**config.mk**
```make
export PLATFORM = sky130hd
export DESIGN_NAME = fpmul_exp_arbiter
export DESIGN_NICKNAME = d
export VERILOG_FILES = /design/src/rtl/fpmul_exp_arbiter.sv
export SDC_FILE = /design/constraint.sdc
export NUM_CORES = 1
export LEC_CHECK = 0
export ABC_AREA = 1
export BUFFER_PORTS_ARGS = -buffer_cell sky130_fd_sc_hd__buf_4
export CORE_MARGIN = 3
export CORE_UTILIZATION = 47
export CTS_BUF_LIST = sky130_fd_sc_hd__clkbuf_4 sky130_fd_sc_hd__clkbuf_8 sky130_fd_sc_hd__clkbuf_16
export DETAILED_ROUTE_END_ITERATION = 12
export MAX_ROUTING_LAYER = met4
export PLACE_DENSITY = 0.72
export RECOVER_POWER = 50
export SETUP_SLACK_MARGIN = 0.3
export SLEW_MARGIN = 20
export SYNTH_ARGS = -nofsm -noshare
export SYNTH_HDL_FRONTEND = slang
export SYNTH_SLANG_ARGS = --single-unit
export TNS_END_PERCENT = 100
```
**constraint.sdc**
```tcl
create_clock -name clk_i -period 2 [get_ports clk_i]
set_input_delay 0.4 -clock clk_i [delete_from_list [all_inputs] [get_ports clk_i]]
set_output_delay 0.4 -clock clk_i [all_outputs]
set_load 0.1 [all_outputs]
```
**src/rtl/fpmul_exp_arbiter.sv**
```systemverilog
// fpmul_exp_arbiter: two requesters share one round-robin 2-stage exponent-sum pipeline; FPMUL_EXP_HUGE_EN adds out_huge_o
module fpmul_exp_arbiter #(
   parameter int WEXPSUM = 10,
   parameter int BIAS    = 127,
   parameter int EXPMAX  = 255
) (
   input  logic               clk_i,
   input  logic               rst_ni,
   input  logic               a_valid_i,
   output logic               a_ready_o,
   input  logic [WEXPSUM-1:0] a_expa_i,
   input  logic [WEXPSUM-1:0] a_expb_i,
   input  logic               a_twoormore_i,
   input  logic               b_valid_i,
   output logic               b_ready_o,
   input  logic [WEXPSUM-1:0] b_expa_i,
   input  logic [WEXPSUM-1:0] b_expb_i,
   input  logic               b_twoormore_i,
   output logic               out_valid_o,
   input  logic               out_ready_i,
   output logic [WEXPSUM-1:0] out_expsum_o,
   output logic               out_tiny_o,
`ifdef FPMUL_EXP_HUGE_EN
   output logic               out_huge_o,
`endif
   output logic               out_id_o
);
   logic               s1_valid_q, s1_valid_d, s1_id_q, s1_id_d, s1_two_q, s1_two_d;
   logic [WEXPSUM-1:0] s1_expa_q, s1_expa_d, s1_expb_q, s1_expb_d;
   logic               s2_valid_q, s2_valid_d, s2_id_q, s2_id_d, s2_tiny_q, s2_tiny_d;
   logic [WEXPSUM-1:0] s2_sum_q, s2_sum_d, sum;
   logic               ptr_q, ptr_d;
   logic               s2_load, s1_accept, grant_b, take;
`ifdef FPMUL_EXP_HUGE_EN
   logic               s2_huge_q, s2_huge_d;
`endif

   // handshakes, round-robin grant (ptr_q = id served last) and S1 next state
   always_comb begin
      s2_load    = s1_valid_q & (~s2_valid_q | out_ready_i);
      s1_accept  = rst_ni & (~s1_valid_q | s2_load);
      grant_b    = b_valid_i & (~a_valid_i | ~ptr_q);
      a_ready_o  = s1_accept & a_valid_i & ~grant_b;
      b_ready_o  = s1_accept & grant_b;
      take       = a_ready_o | b_ready_o;
      ptr_d      = take ? b_ready_o : ptr_q;
      s1_valid_d = take | (s1_valid_q & ~s2_load);
      s1_id_d    = take ? b_ready_o : s1_id_q;
      s1_expa_d  = take ? (b_ready_o ? b_expa_i : a_expa_i) : s1_expa_q;
      s1_expb_d  = take ? (b_ready_o ? b_expb_i : a_expb_i) : s1_expb_q;
      s1_two_d   = take ? (b_ready_o ? b_twoormore_i : a_twoormore_i) : s1_two_q;
   end

   // wrap-around exponent sum and flags computed on the S1->S2 move
   always_comb begin
      sum        = s1_expa_q + s1_expb_q - WEXPSUM'(BIAS) + {{(WEXPSUM-1){1'b0}}, s1_two_q};
      s2_valid_d = s2_load | (s2_valid_q & ~out_ready_i);
      s2_sum_d   = s2_load ? sum : s2_sum_q;
      s2_tiny_d  = s2_load ? (~|sum[WEXPSUM-2:0] | sum[WEXPSUM-1]) : s2_tiny_q;
      s2_id_d    = s2_load ? s1_id_q : s2_id_q;
`ifdef FPMUL_EXP_HUGE_EN
      s2_huge_d  = s2_load ? (~sum[WEXPSUM-1] & (sum >= WEXPSUM'(EXPMAX))) : s2_huge_q;
`endif
   end

   // pipeline and pointer registers; reset empties both stages and favours A first
   always_ff @(posedge clk_i or negedge rst_ni) begin
      if (!rst_ni) begin
         s1_valid_q <= 1'b0;
         s1_id_q    <= 1'b0;
         s1_two_q   <= 1'b0;
         s1_expa_q  <= '0;
         s1_expb_q  <= '0;
         s2_valid_q <= 1'b0;
         s2_id_q    <= 1'b0;
         s2_tiny_q  <= 1'b0;
         s2_sum_q   <= '0;
         ptr_q      <= 1'b1;
      end else begin
         s1_valid_q <= s1_valid_d;
         s1_id_q    <= s1_id_d;
         s1_two_q   <= s1_two_d;
         s1_expa_q  <= s1_expa_d;
         s1_expb_q  <= s1_expb_d;
         s2_valid_q <= s2_valid_d;
         s2_id_q    <= s2_id_d;
         s2_tiny_q  <= s2_tiny_d;
         s2_sum_q   <= s2_sum_d;
         ptr_q      <= ptr_d;
      end
   end

`ifdef FPMUL_EXP_HUGE_EN
   // overflow flag travels with S2
   always_ff @(posedge clk_i or negedge rst_ni) begin
      if (!rst_ni) s2_huge_q <= 1'b0;
      else s2_huge_q <= s2_huge_d;
   end
   assign out_huge_o = s2_huge_q;
`endif

   assign out_valid_o  = s2_valid_q;
   assign out_expsum_o = s2_sum_q;
   assign out_tiny_o   = s2_tiny_q;
   assign out_id_o     = s2_id_q;
endmodule
```
==> reports/results.ini <==
[die]
floorplan.initialDensity = 0.5036
chipHeight_um = 75.70
die_extent_in_x_um = 75.70
floorplan.rows = 24
design.die.area_um2 = 5730
io-pin-count = 62
core_um2 = 4534

[timing]
layout_worst_path_cycle_share = 1.044
worst_pin_slew_ns = 0.9017
setup_violations = 1
timing.slew.headroom = 0.3988
hold-worst-slack_ns = 0.3700
timing.final.max_slew_violations = 0
hold_viol_final = 0
final.setup_skew_ns = 0.002348
final.min_clock_period_ns = 2.088
totalNegativeSetupSlack_ns = -0.08766
rsz0062_at_grt = yes
max_freq_mhz = 479.0
worst_slack_ns = -0.08766

[power_and_ir_drop]
power_leakage_uw = 0.001678
powerDensity_nw_per_um2 = 1602
report.power.total_uw = 5480
max-vdd-ir-drop_uv = 663.7

[detailed_routing]
drtAntennaViolNets = 0
drc = 0
routed_via_density = 4.877
finalWirelength_um = 5924
route.vias.total = 2175
detailedRoute.firstPassIterationCount = 4
initialDrtViolationCount = 71
wl_per_cell_um = 13.28

[critical_path]
endpoint_kind = flip-flop
cp_num_buf_inv = 4
setup.worst_path.class = flip-flop to flip-flop
cpLargestDelayFamily = adder cells
reg2reg_setup_slack_ns = -0.09
critPathRequiredTime_ns = 2.21
series_of_cell_instances_along_the_critical_path = inv_2 -> ha_4 -> inv_4 -> ha_4 -> inv_2 -> fa_2 -> buf_6 -> xnor2_2 -> nor2_1 -> nand3_1 -> nor2_1 -> nand3_1 -> a21oi_1
worst-endpoint-arrival_ns = 2.30
critical_path.max_fanout = 2
worst_path_max_delay_cell = dfrtp_1
maximum_single_stage_delay_on_the_critical_path_ns = 0.38
worst_setup_path_start_kind = flip-flop

[synthesis]
synth-seq-cells = 37
syn_std_cell_area_um2 = 2283
avgSynthCellArea_um2 = 7.714
synth.distinct_cells = 30
syn_inst = 296
synth_seq_area_share = 0.4060
post_synth_net_total = 362
yosysWarningCount = 0

[final_layout]
mostFrequentLayoutCell = buf_4
antennaDiodeCount = 0
nets_finish = 447
final_cell_count_no_fill = 446
synthToLayoutAreaGrowth_pct = 49.81
layout.cells.most_common_list = buf_4, nand2_1, nor2_1
drive_gt1_frac = 0.4252

[clocking]
clkSlewWorstSetupHoldPaths_ns = 0.07
clk_path_buf_depth = 2
clock-root-buffer = clkbuf_8
tritoncts = built
clkSinkCount = 37
cts_max_level = 2
clkLatencyLatePin_ns = 0.28
clock_buffers_created_by_tritoncts = 5

[placed_design]
io_buffers = 61
placed_cells = 427
dp_worst_setup_slack_ns = -0.07895
post-dp-hpwl_um = 4165
finalWeightedCongestion = 0.8961

[status]
failed_checks = setup timing
result_of_the_run = finished, violations left

[global_routing]
grt_pass1_wl_um = 9066
grt_use_total = 0.2155
vias_in_the_first_global_route = 2040
overflow = 0
number_of_antenna_violations_at_the_first_check_in_global_routing = 0
grt_max_degree = 38

[flow_run]
max_cap_viol_count = 0

[min_path]
hold_class = input pin to flip-flop

==> layer usage <==
| metal | GRT usage | wire length, um |
|---|---|---|
| met3 | 0.04354 | 286 |
| met4 | 0.04660 | 50 |
| met5 | - | 0 |
| met2 | 0.3413 | 2868 |
| met1 | 0.2865 | 2718 |
==> per-stage QoR <==
step	instance area, um^2	utilization
CTS	3249	0.7166
global placement	2910	0.6418
finish	3421	0.7544
global route	3421	0.7544
detailed placement	2910	0.6418
floorplan	2335	-
==> final timing paths <==
| check | start | end | cells past startpoint |
|---|---|---|---|
| setup reg to reg | s1_two_q | out_tiny_o | 13 |
| hold / removal | b_expa_i[3] | s1_expa_q[3] | 3 |
| min in group asynchronous | rst_ni | out_expsum_o[3] | 2 |
| setup / recovery | s1_two_q | out_tiny_o | 13 |
| max in group asynchronous | rst_ni | out_valid_o | 2 |
| hold reg to reg | out_expsum_o[0] | out_expsum_o[0] | 2 |
==> synthesized netlist by cell type <==
cell / count / area [um^2]
a21oi_1: 24 / 120.1
nor2_1: 39 / 146.4
or2_4: 1 / 8.760
dfrtp_1: 36 / 900.9
buf_2: 2 / 10.01
inv_1: 36 / 135.1
buf_4: 5 / 37.54
xor2_1: 1 / 8.760
nor2_2: 1 / 6.260
ha_1: 18 / 225.2
nand3_2: 3 / 30.03
o21ai_1: 13 / 65.06
inv_2: 1 / 3.750
nand2_1: 68 / 255.2
nor2_4: 3 / 33.78
o21ai_0: 10 / 50.05
o22ai_1: 6 / 37.54
fa_1: 1 / 20.02
a21oi_2: 1 / 8.760
and2_1: 1 / 6.260
o21ai_2: 1 / 8.760
xnor2_1: 2 / 17.52
a31oi_1: 3 / 18.77
clkbuf_1: 1 / 3.750
o21bai_1: 1 / 7.510
nand3b_1: 1 / 7.510
clkinv_1: 1 / 3.750
nand3_1: 11 / 55.05
dfstp_2: 1 / 26.28
nand2_2: 4 / 25.02
==> worst register-to-register path: stages, from the launching register on <==
cell and delay (ns):
dfrtp_1 0.38, inv_2 0.08, ha_4 0.21, inv_4 0.05, ha_4 0.12, inv_2 0.04, fa_2 0.38, buf_6 0.14
xnor2_2 0.14, nor2_1 0.11, nand3_1 0.08, nor2_1 0.09, nand3_1 0.08, a21oi_1 0.12
==> kinds of logic after synthesis <==
logic type	Yosys count	synth area share
AO/OA/AOI/OAI	59	0.1386
XOR/XNOR	3	0.01151
adder cells (fa/ha/maj)	19	0.1074
buffers and inverters	46	0.08493
flip-flops	37	0.4060
AND/OR/NAND/NOR	132	0.2515
==> flip-flops by register name, summed over array words and instances, names as in the netlist <==
register      count
out_expsum_o     10
s1_expa_q        10
s1_expb_q        10
out_id_o          1
out_tiny_o        1
out_valid_o       1
ptr_q             1
s1_id_q           1
s1_two_q          1
s1_valid_q        1
==> layout make-up <==
cell class / instances / area [um^2]
multi-input cells: 213 / 1494
fillers: 354 / 1114
flip-flops and latches: 37 / 930.9
repair buffers: 86 / 674.4
inverters: 38 / 150.1
clock buffers: 7 / 90.09
well taps: 65 / 81.33
==> what timing repair did <==
action,4_1_cts,5_1_grt
setup buffers,7,5
resized for setup,30,43
pin swaps,8,18
endpoints found under the setup margin,11,33
hold buffers,0,0
gates cloned,0,0
==> power by group <==
group          switching (uW)  total, uW  internal, uW  leakage [uW]
registers                 162       1160           995      0.000434
clock network             251        537           287     0.0000477
logic                    2400       3790          1380       0.00120
total                    2820       5480          2660       0.00168
Note: power is estimated with default switching activity, not from simulation.
